`src/rtl/vga_sync_gen_pkg.sv`:
```
// Default 640x480@60 raster geometry, derived sync windows and pin field widths
// shared by the VGA timing generator and its interface.
package vga_timing_pkg;
  localparam int H_ACTIVE = 640;
  localparam int H_FP     = 16;
  localparam int H_SYNC   = 96;
  localparam int H_BP     = 48;
  localparam int V_ACTIVE = 480;
  localparam int V_FP     = 10;
  localparam int V_SYNC   = 2;
  localparam int V_BP     = 33;

  localparam int H_TOTAL  = H_ACTIVE + H_FP + H_SYNC + H_BP;
  localparam int V_TOTAL  = V_ACTIVE + V_FP + V_SYNC + V_BP;
  localparam int HS_START = H_ACTIVE + H_FP;
  localparam int HS_END   = HS_START + H_SYNC - 1;
  localparam int VS_START = V_ACTIVE + V_FP;
  localparam int VS_END   = VS_START + V_SYNC - 1;

  localparam int CNT_W = 10;
  localparam int R_W   = 3;
  localparam int G_W   = 3;
  localparam int B_W   = 2;
  localparam int RGB_W = R_W + G_W + B_W;

  // Signals that must travel alongside the renderer pipeline.
  typedef struct packed {
    logic hs;
    logic vs;
    logic active;
  } sync_t;

  localparam sync_t SYNC_IDLE = '{hs: 1'b1, vs: 1'b1, active: 1'b0};

  function automatic logic in_range(input logic [CNT_W-1:0] v,
                                    input logic [CNT_W-1:0] lo,
                                    input logic [CNT_W-1:0] hi);
    return (v >= lo) && (v <= hi);
  endfunction
endpackage

```
`src/rtl/vga_sync_gen_if.sv`:
```
// Raster/renderer handshake plus VGA DAC pins; master is the timing generator,
// slave is the renderer / pin consumer.
interface vga_sync_gen_if;
  import vga_timing_pkg::*;

  logic             px_en;
  logic [CNT_W-1:0] hcount;
  logic [CNT_W-1:0] vcount;
  logic             active;
  logic             line_start;
  logic             frame_start;
  logic [RGB_W-1:0] pixel_rgb_in;
  logic [R_W-1:0]   vga_r;
  logic [G_W-1:0]   vga_g;
  logic [B_W-1:0]   vga_b;
  logic             vga_hs;
  logic             vga_vs;

  modport master (
    output px_en, hcount, vcount, active, line_start, frame_start,
    output vga_r, vga_g, vga_b, vga_hs, vga_vs,
    input  pixel_rgb_in
  );

  modport slave (
    input  px_en, hcount, vcount, active, line_start, frame_start,
    input  vga_r, vga_g, vga_b, vga_hs, vga_vs,
    output pixel_rgb_in
  );
endinterface

```
`src/rtl/vga_sync_gen_px_delay_line.sv`:
```
// Pixel-enable gated shift register; DEPTH=0 collapses to a wire.
module px_delay_line #(
  parameter int WIDTH = 1,
  parameter int DEPTH = 1
) (
  input  logic             clk,
  input  logic             reset,
  input  logic             en,
  input  logic [WIDTH-1:0] rst_val,
  input  logic [WIDTH-1:0] d,
  output logic [WIDTH-1:0] q
);
  generate
    if (DEPTH == 0) begin : g_pass
      logic unused_ctl;
      assign unused_ctl = ^{clk, reset, en, rst_val};
      assign q = d;
    end else begin : g_pipe
      logic [DEPTH-1:0][WIDTH-1:0] pipe;
      always_ff @(posedge clk) begin
        if (reset) begin
          pipe <= {DEPTH{rst_val}};
        end else if (en) begin
          pipe[0] <= d;
          for (int i = 1; i < DEPTH; i++) pipe[i] <= pipe[i-1];
        end
      end
      assign q = pipe[DEPTH-1];
    end
  endgenerate
endmodule

```
`src/rtl/vga_sync_gen.sv`:
```
// VGA raster timing: pixel divider, h/v counters, sync decode re-aligned to the
// renderer latency, and the blanked RGB/sync output register.
module vga_sync_gen
  import vga_timing_pkg::CNT_W, vga_timing_pkg::RGB_W, vga_timing_pkg::sync_t,
         vga_timing_pkg::SYNC_IDLE, vga_timing_pkg::in_range;
#(
  parameter int CLK_DIV  = 2,
  parameter int H_ACTIVE = vga_timing_pkg::H_ACTIVE,
  parameter int H_FP     = vga_timing_pkg::H_FP,
  parameter int H_SYNC   = vga_timing_pkg::H_SYNC,
  parameter int H_BP     = vga_timing_pkg::H_BP,
  parameter int V_ACTIVE = vga_timing_pkg::V_ACTIVE,
  parameter int V_FP     = vga_timing_pkg::V_FP,
  parameter int V_SYNC   = vga_timing_pkg::V_SYNC,
  parameter int V_BP     = vga_timing_pkg::V_BP,
  parameter int PIPE_DLY = 2
) (
  input logic            clk,
  input logic            reset,
  vga_sync_gen_if.master bus
);
  localparam int H_TOT = H_ACTIVE + H_FP + H_SYNC + H_BP;
  localparam int V_TOT = V_ACTIVE + V_FP + V_SYNC + V_BP;
  localparam int DIV_W = (CLK_DIV > 1) ? $clog2(CLK_DIV) : 1;

  localparam logic [DIV_W-1:0] DIV_LAST = DIV_W'(CLK_DIV - 1);
  localparam logic [CNT_W-1:0] H_LAST   = CNT_W'(H_TOT - 1);
  localparam logic [CNT_W-1:0] V_LAST   = CNT_W'(V_TOT - 1);
  localparam logic [CNT_W-1:0] H_VIS    = CNT_W'(H_ACTIVE);
  localparam logic [CNT_W-1:0] V_VIS    = CNT_W'(V_ACTIVE);
  localparam logic [CNT_W-1:0] HS_START = CNT_W'(H_ACTIVE + H_FP);
  localparam logic [CNT_W-1:0] HS_END   = CNT_W'(H_ACTIVE + H_FP + H_SYNC - 1);
  localparam logic [CNT_W-1:0] VS_START = CNT_W'(V_ACTIVE + V_FP);
  localparam logic [CNT_W-1:0] VS_END   = CNT_W'(V_ACTIVE + V_FP + V_SYNC - 1);

  logic [DIV_W-1:0] div_cnt;
  logic             px_en;
  logic [CNT_W-1:0] hcount, vcount, h_nxt, v_nxt;
  logic             active;
  sync_t            raw, dly;
  logic [RGB_W-1:0] rgb_q;
  logic             hs_q, vs_q;

  always_ff @(posedge clk) begin
    if (reset)                 div_cnt <= '0;
    else if (div_cnt == DIV_LAST) div_cnt <= '0;
    else                       div_cnt <= div_cnt + 1'b1;
  end

  // Gated by reset so a divide-by-1 build still idles while held in reset.
  assign px_en = (div_cnt == DIV_LAST) && !reset;

  always_comb begin
    h_nxt = hcount + 1'b1;
    v_nxt = vcount;
    if (hcount == H_LAST) begin
      h_nxt = '0;
      v_nxt = (vcount == V_LAST) ? '0 : vcount + 1'b1;
    end
  end

  // active is registered from the next position so it lines up with hcount/vcount.
  always_ff @(posedge clk) begin
    if (reset) begin
      hcount <= '0;
      vcount <= '0;
      active <= 1'b1;
    end else if (px_en) begin
      hcount <= h_nxt;
      vcount <= v_nxt;
      active <= (h_nxt < H_VIS) && (v_nxt < V_VIS);
    end
  end

  always_comb begin
    raw.hs     = !in_range(hcount, HS_START, HS_END);
    raw.vs     = !in_range(vcount, VS_START, VS_END);
    raw.active = active;
  end

  px_delay_line #(.WIDTH($bits(sync_t)), .DEPTH(PIPE_DLY)) u_dly (
    .clk     (clk),
    .reset   (reset),
    .en      (px_en),
    .rst_val (SYNC_IDLE),
    .d       (raw),
    .q       (dly)
  );

  always_ff @(posedge clk) begin
    if (reset) begin
      rgb_q <= '0;
      hs_q  <= 1'b1;
      vs_q  <= 1'b1;
    end else if (px_en) begin
      rgb_q <= dly.active ? bus.pixel_rgb_in : '0;
      hs_q  <= dly.hs;
      vs_q  <= dly.vs;
    end
  end

  assign bus.px_en       = px_en;
  assign bus.hcount      = hcount;
  assign bus.vcount      = vcount;
  assign bus.active      = active;
  assign bus.line_start  = px_en && (hcount == '0);
  assign bus.frame_start = px_en && (hcount == '0) && (vcount == '0);
  assign {bus.vga_r, bus.vga_g, bus.vga_b} = rgb_q;
  assign bus.vga_hs      = hs_q;
  assign bus.vga_vs      = vs_q;
endmodule

```
`src/flat_wrapper.sv`:
```
// flat-port wrapper written by rule: the top's interface ports become plain ports
module vga_sync_gen_flat import vga_timing_pkg::CNT_W, vga_timing_pkg::RGB_W, vga_timing_pkg::sync_t,
         vga_timing_pkg::SYNC_IDLE, vga_timing_pkg::in_range;
#(
  parameter int CLK_DIV  = 2,
  parameter int H_ACTIVE = vga_timing_pkg::H_ACTIVE,
  parameter int H_FP     = vga_timing_pkg::H_FP,
  parameter int H_SYNC   = vga_timing_pkg::H_SYNC,
  parameter int H_BP     = vga_timing_pkg::H_BP,
  parameter int V_ACTIVE = vga_timing_pkg::V_ACTIVE,
  parameter int V_FP     = vga_timing_pkg::V_FP,
  parameter int V_SYNC   = vga_timing_pkg::V_SYNC,
  parameter int V_BP     = vga_timing_pkg::V_BP,
  parameter int PIPE_DLY = 2
)
  (clk, reset, bus_px_en, bus_hcount, bus_vcount, bus_active, bus_line_start, bus_frame_start, bus_vga_r, bus_vga_g, bus_vga_b, bus_vga_hs, bus_vga_vs, bus_pixel_rgb_in);
  vga_sync_gen_if bus_i ();
  input logic clk;
  input logic reset;
  output wire logic [$bits(bus_i.px_en)-1:0] bus_px_en;
  output wire logic [$bits(bus_i.hcount)-1:0] bus_hcount;
  output wire logic [$bits(bus_i.vcount)-1:0] bus_vcount;
  output wire logic [$bits(bus_i.active)-1:0] bus_active;
  output wire logic [$bits(bus_i.line_start)-1:0] bus_line_start;
  output wire logic [$bits(bus_i.frame_start)-1:0] bus_frame_start;
  output wire logic [$bits(bus_i.vga_r)-1:0] bus_vga_r;
  output wire logic [$bits(bus_i.vga_g)-1:0] bus_vga_g;
  output wire logic [$bits(bus_i.vga_b)-1:0] bus_vga_b;
  output wire logic [$bits(bus_i.vga_hs)-1:0] bus_vga_hs;
  output wire logic [$bits(bus_i.vga_vs)-1:0] bus_vga_vs;
  input wire logic [$bits(bus_i.pixel_rgb_in)-1:0] bus_pixel_rgb_in;
  assign bus_px_en = bus_i.px_en;
  assign bus_hcount = bus_i.hcount;
  assign bus_vcount = bus_i.vcount;
  assign bus_active = bus_i.active;
  assign bus_line_start = bus_i.line_start;
  assign bus_frame_start = bus_i.frame_start;
  assign bus_vga_r = bus_i.vga_r;
  assign bus_vga_g = bus_i.vga_g;
  assign bus_vga_b = bus_i.vga_b;
  assign bus_vga_hs = bus_i.vga_hs;
  assign bus_vga_vs = bus_i.vga_vs;
  assign bus_i.pixel_rgb_in = bus_pixel_rgb_in;
  vga_sync_gen #(.CLK_DIV(CLK_DIV), .H_ACTIVE(H_ACTIVE), .H_FP(H_FP), .H_SYNC(H_SYNC), .H_BP(H_BP), .V_ACTIVE(V_ACTIVE), .V_FP(V_FP), .V_SYNC(V_SYNC), .V_BP(V_BP), .PIPE_DLY(PIPE_DLY)) u_core (.clk(clk), .reset(reset), .bus(bus_i));
endmodule
```
`config.mk`:
```
export PLATFORM = sky130hd
export DESIGN_NAME = vga_sync_gen_flat
export DESIGN_NICKNAME = d
export VERILOG_FILES = /design/src/rtl/vga_sync_gen_pkg.sv /design/src/rtl/vga_sync_gen_if.sv /design/src/rtl/vga_sync_gen_px_delay_line.sv /design/src/rtl/vga_sync_gen.sv /design/src/flat_wrapper.sv
export SDC_FILE = /design/constraint.sdc
export NUM_CORES = 1
export LEC_CHECK = 0
export ABC_CLOCK_PERIOD_IN_PS = 3200
export BUFFER_PORTS_ARGS = -buffer_cell sky130_fd_sc_hd__buf_2
export CAP_MARGIN = 0
export CORE_MARGIN = 2
export CORE_UTILIZATION = 40
export CTS_CLUSTER_SIZE = 30
export DETAILED_ROUTE_END_ITERATION = 7
export SLEW_MARGIN = 20
export SYNTH_ARGS = -nofsm -noshare
export SYNTH_HDL_FRONTEND = slang
export SYNTH_HIERARCHICAL = 1
export SYNTH_SLANG_ARGS = --single-unit
```
`constraint.sdc`:
```
create_clock -name clk -period 3.2 [get_ports clk]
set_input_delay 0.32 -clock clk [delete_from_list [all_inputs] [get_ports clk]]
set_output_delay 0.32 -clock clk [all_outputs]
set_load 0.03 [all_outputs]
```
# == After elaboration in Yosys (flattened, before gate mapping) ==
# Index checks and enable logic that the tools add are counted.
# totals
in_bits,10
elab_cells,36
ff_bits,38
output_inout_bits,34
# op_classes
n_mux,4
reduce_logical,12
n_lt_le_gt_ge,6
n_addsub,3
n_eq_ne,2
# ops
op,n
2-to-1 mux 10 bit,3
"adder 10 x 1 -> 10 bit, second input constant",2
"== test 10 bit, second input constant",2
logical NOT 10 bit,2
"greater-or-equal comparator 10 bit, second input constant",1
"greater-or-equal comparator 10 x 9 -> 1 bit, second input constant",1
"<= comparator 10 bit, second input constant",1
"<= comparator 10 x 9 -> 1 bit, second input constant",1
"< comparator 10 bit, second input constant",1
"< comparator 10 x 9 -> 1 bit, second input constant",1
2-to-1 mux 8 bit,1
logical AND 1 bit,6
logical NOT 1 bit,3
OR reduction 2 bit,1
"adder 1 bit, second input constant",1

# == Longest topological paths before layout ==
# depth
ltp_word,5
ltp_mapped,8
depth_no_buf,8

# == Hierarchy ==
# The synthesis kept the hierarchy.
# modules_own_cells
mod,instances,cells_each,area_each_um2,seq_area_each_um2
vga_sync_gen,1,212,1720.4,640.6
px_delay_line,1,17,310.3,180.2

# == Least setup slack after synthesis ==
# No wires, ideal clock.
# synth_timing
kind,register to output
start,register u_core.div_cnt
end,output port bus_frame_start
setup_slack_ps,125
arrival_ps,2755
path_buffers,1
path_stages_with_launch,6
path_cell_list,dfxtp_1 -> nor2b_1 -> clkbuf_1 -> nand4_1 -> nor4b_1 -> and4_1
# synth_via
elab_chain_cells,3
# synth_rtl
element,line_no,rtl
start: declaration,vga_sync_gen.sv:36,logic [DIV_W-1:0] div_cnt;
start signal: assignment,vga_sync_gen.sv:47,else div_cnt <= div_cnt + 1'b1;
logical AND 1 bit,vga_sync_gen.sv:51,assign px_en = (div_cnt == DIV_LAST) && !reset;
net bus_px_en,flat_wrapper.sv:20,output wire logic [$bits(bus_i.px_en)-1:0] bus_px_en;
logical AND 1 bit,n/a,
net bus_line_start,flat_wrapper.sv:24,output wire logic [$bits(bus_i.line_start)-1:0] bus_line_start;
logical AND 1 bit,vga_sync_gen.sv:107,assign bus.frame_start = px_en && (hcount == '0) && (vcount == '0);
end: declaration,flat_wrapper.sv:25,output wire logic [$bits(bus_i.frame_start)-1:0] bus_frame_start;
# The timed path passes the listed nets, and every way through them passes these cells.

# == Worst setup path after layout ==
# layout_timing
start,register u_core.div_cnt
end,output port bus_frame_start
# layout_via
elab_chain_cells,3
# layout_rtl
element,line_no
logical AND 1 bit,vga_sync_gen.sv:51
logical AND 1 bit (2 in series),vga_sync_gen.sv:107
# Every way passes these cells.

==> metrics.txt <==
status=completed; Die W=75.3 µm; starting DRC count in detailed routing=106; startpoint types=flop; IO Pins=44; Rel. slew slack=46.9%; number of gates resized after cts=0; Crit Path Max Fanout=32; drt first pass iters=4; ant diodes=0; FP Rows=25; Switching Power=0.235 mW; launch point of the critical path=u_core/div_cnt; initial antenna violation count=0; Setup crit end kind=primary output; R2R Path Start=u_core/bus.hcount[1]; Routed WL per cell=13.1 µm; fin crit period=2.69 ns; Reg power frac=50.8%; clk_lat worst skew=0.29 ns; worst clock skew=0.00665 ns; grt met2 use=25.0%; Antenna Nets Post-Route=0; Gate Count Post-Synth=229; routed vias/inst=5.08; Reg2Reg Capture Point=u_core/bus.active; Final Wtd Congestion=0.793; root buffer cell=clkbuf_8; Seq/Total Area, Yosys=40.4%; critical path class=flop to primary output; leak pwr=0.971 nW; full die area=5660 µm²; CTS clk-pin slew, worst paths=0.08 ns; Max Buffers Root-to-Sink=2; RSZ-0062 raised after global routing=false; simple-gate area share of the yosys netlist=28.1%; Avg Cell Area, Syn=8.87 µm²; Comb power frac=9.1%; XOR/XNOR share of the synthesized area=4.74%; Worst-Margin Slew=0.791 ns; Power Dens Cells=420 nW/µm²; layout cells sized above 1=24.2%; vias in the first global route=1,435; Post-Syn Area=2030 µm²; Setup TNS=0 ns; most frequent cells in the layout=43 x buf_2, 32 x dfxtp_1, 22 x nor2_1; GR Overflow Total=0; Final #Nets=283; mux share of post-synthesis cell area=4.99%; Clock power frac=40.1%; Placed Instances=328; initial core utilization=42.2%; crit path DAT=2.37 ns; global-route wire length before repair=6.81 mm; largest net degree at the start of global routing=36; Hold-fix buffers, CTS=0; H-tree Lvls=2; FF+latch count, synth=38; Max VDD drop=0.199 mV; largest family of logic cells by synthesized area=simple AND/OR/NAND/NOR gates; Core Util, Final=49.4%; hold slack=0.291 ns; Setup crit end=bus_frame_start; commonest non-fill, non-tap cell in the layout=buf_2; Tot GR Track Use=15.8%; vias=1,708; total power=0.999 mW; Post-Synth Adder-Cell Area=3.08%; Yosys cell types=47; worst r2r path cells=7; flop2flop setup slack=0.88 ns; Layout Area Growth over Synthesis=17.2%; switching share of power=23.5%; Ys Warns=6; final cell count without fillers=336; # Max-Cap Violations=0; Final Hold Viols=0; final setup fails=0; CTS tree=built; internal power=0.764 mW; CTS Sinks=38; Final Cycle Share=83.9%; top_reg_cell synth=dfxtp_1; final wirelength=4.41 mm; post-CTS setup buffers=0; met3 GRT Util=4.02%; Peak Freq=372 MHz; number of remaining DRC errors=0; worst hold path class=input port to flop; Post-synth EDFFs=6; post-detail-place hpwl=2.98 mm; Slew Viols, Final=0; Num CTS Buffers=5; Async SR Flop Fraction=0%; met1 usage=21.3%; busiest grt layer=met2; Buffers on Ports=43; Core Region=4820 µm²; Req. time, crit path=2.88 ns; Synth Area in Compound Gates=12.6%; die height=75.3 µm
## synthesized netlist by cell type, types with 2 or more instances
master / number / area [µm²]
a211o_1: 2 / 17.5
a21oi_1: 17 / 85.1
a41oi_1: 3 / 26.3
and2_1: 3 / 18.8
and3_1: 6 / 37.5
and4_1: 3 / 26.3
buf_2: 2 / 10.0
buf_4: 3 / 22.5
buf_6: 2 / 22.5
clkbuf_1: 11 / 41.3
conb_1: 2 / 7.51
dfxtp_1: 32 / 641
edfxtp_1: 6 / 180
ha_1: 5 / 62.6
inv_1: 5 / 18.8
mux2_4: 6 / 90.1
nand2_1: 19 / 71.3
nand2b_1: 9 / 56.3
nand3_1: 10 / 50.1
nand3b_1: 3 / 22.5
nand4_1: 7 / 43.8
nand4b_1: 3 / 26.3
nor2_1: 22 / 82.6
nor2b_1: 4 / 25.0
nor3_1: 5 / 25.0
nor4b_1: 2 / 17.5
o21ai_0: 7 / 35.0
o31ai_1: 2 / 15.0
xnor2_1: 4 / 35.0
xor2_1: 7 / 61.3
## through the flow
stage | setup slack, ns | cell area (µm²)
global route | 0.374 | 2380
detailed placement | 0.784 | 2270
global placement | 0.759 | 2270
CTS | 0.445 | 2380
floorplan | 0.125 | 2050
finish | 0.515 | 2380
## cell families (layout without fill, tap and decap cells)
family	after synthesis	after routing
flops	38	38
compound gates	40	40
simple gates	103	103
xor+xnor	11	11
fa+ha+maj	5	5
buf+inv	23	59
mux	7	7
other cells	2	6
## worst min path at each step
stage                        startpoint                 to  slack [ns]  cells past startpoint
detailed placement    u_core/u_dly/q[2]  u_core/bus.vga_hs        0.44                      1
floorplan           bus_pixel_rgb_in[0]    u_core/rgb_q[0]        0.49                      2
global placement      u_core/u_dly/q[2]  u_core/bus.vga_hs        0.43                      1
global route        bus_pixel_rgb_in[3]    u_core/rgb_q[3]        0.30                      3
finish              bus_pixel_rgb_in[1]    u_core/rgb_q[1]        0.29                      3
CTS                 bus_pixel_rgb_in[6]    u_core/rgb_q[6]        0.29                      3
## routing by layer
metal  wire length (µm)  up-vias  share of wire, %
met5                  0        -                 0
met4                 65        0               1.5
met3                236        9               5.4
met2               1920       57                44
met1               2190      759                50
li1                   -      883                 -
## power groups by stage
stage                     logic (mW)  registers, mW  clock network [mW]
after CTS                     0.0915          0.508               0.415
after floorplan               0.0548          0.533                   0
after global placement        0.0916          0.519                   0
after global routing          0.0984          0.510               0.437
after detailed placement      0.0913          0.519                   0
final                         0.0906          0.508               0.401
## flip-flops by register name (all words and copies together) (netlist names), 3 cells and up
signal,cells
u_core/bus.hcount,10
u_core/rgb_q,8
u_core/bus.vcount,10
u_core/u_dly/g_pipe.pipe,3
u_core/u_dly/q,3
## layout make-up
| type | instances | area, µm² |
|---|---|---|
| clock buffer | 5 | 68.8 |
| clock inverter | 3 | 40.0 |
| fill | 497 | 2440 |
| inverter | 5 | 18.8 |
| multi-input combinational | 172 | 1110 |
| sequential | 38 | 821 |
| tap | 67 | 83.8 |
| timing repair buffer | 46 | 238 |
## worst max-delay path: stages (launching register included)
cell	delay [ns]
dfxtp_1	0.31
buf_4	0.27
nor2b_1	0.28
nand4_1	0.13
nor4b_1	0.58
and4_1	0.29
buf_2	0.20
(Power assumes the default switching activity.)
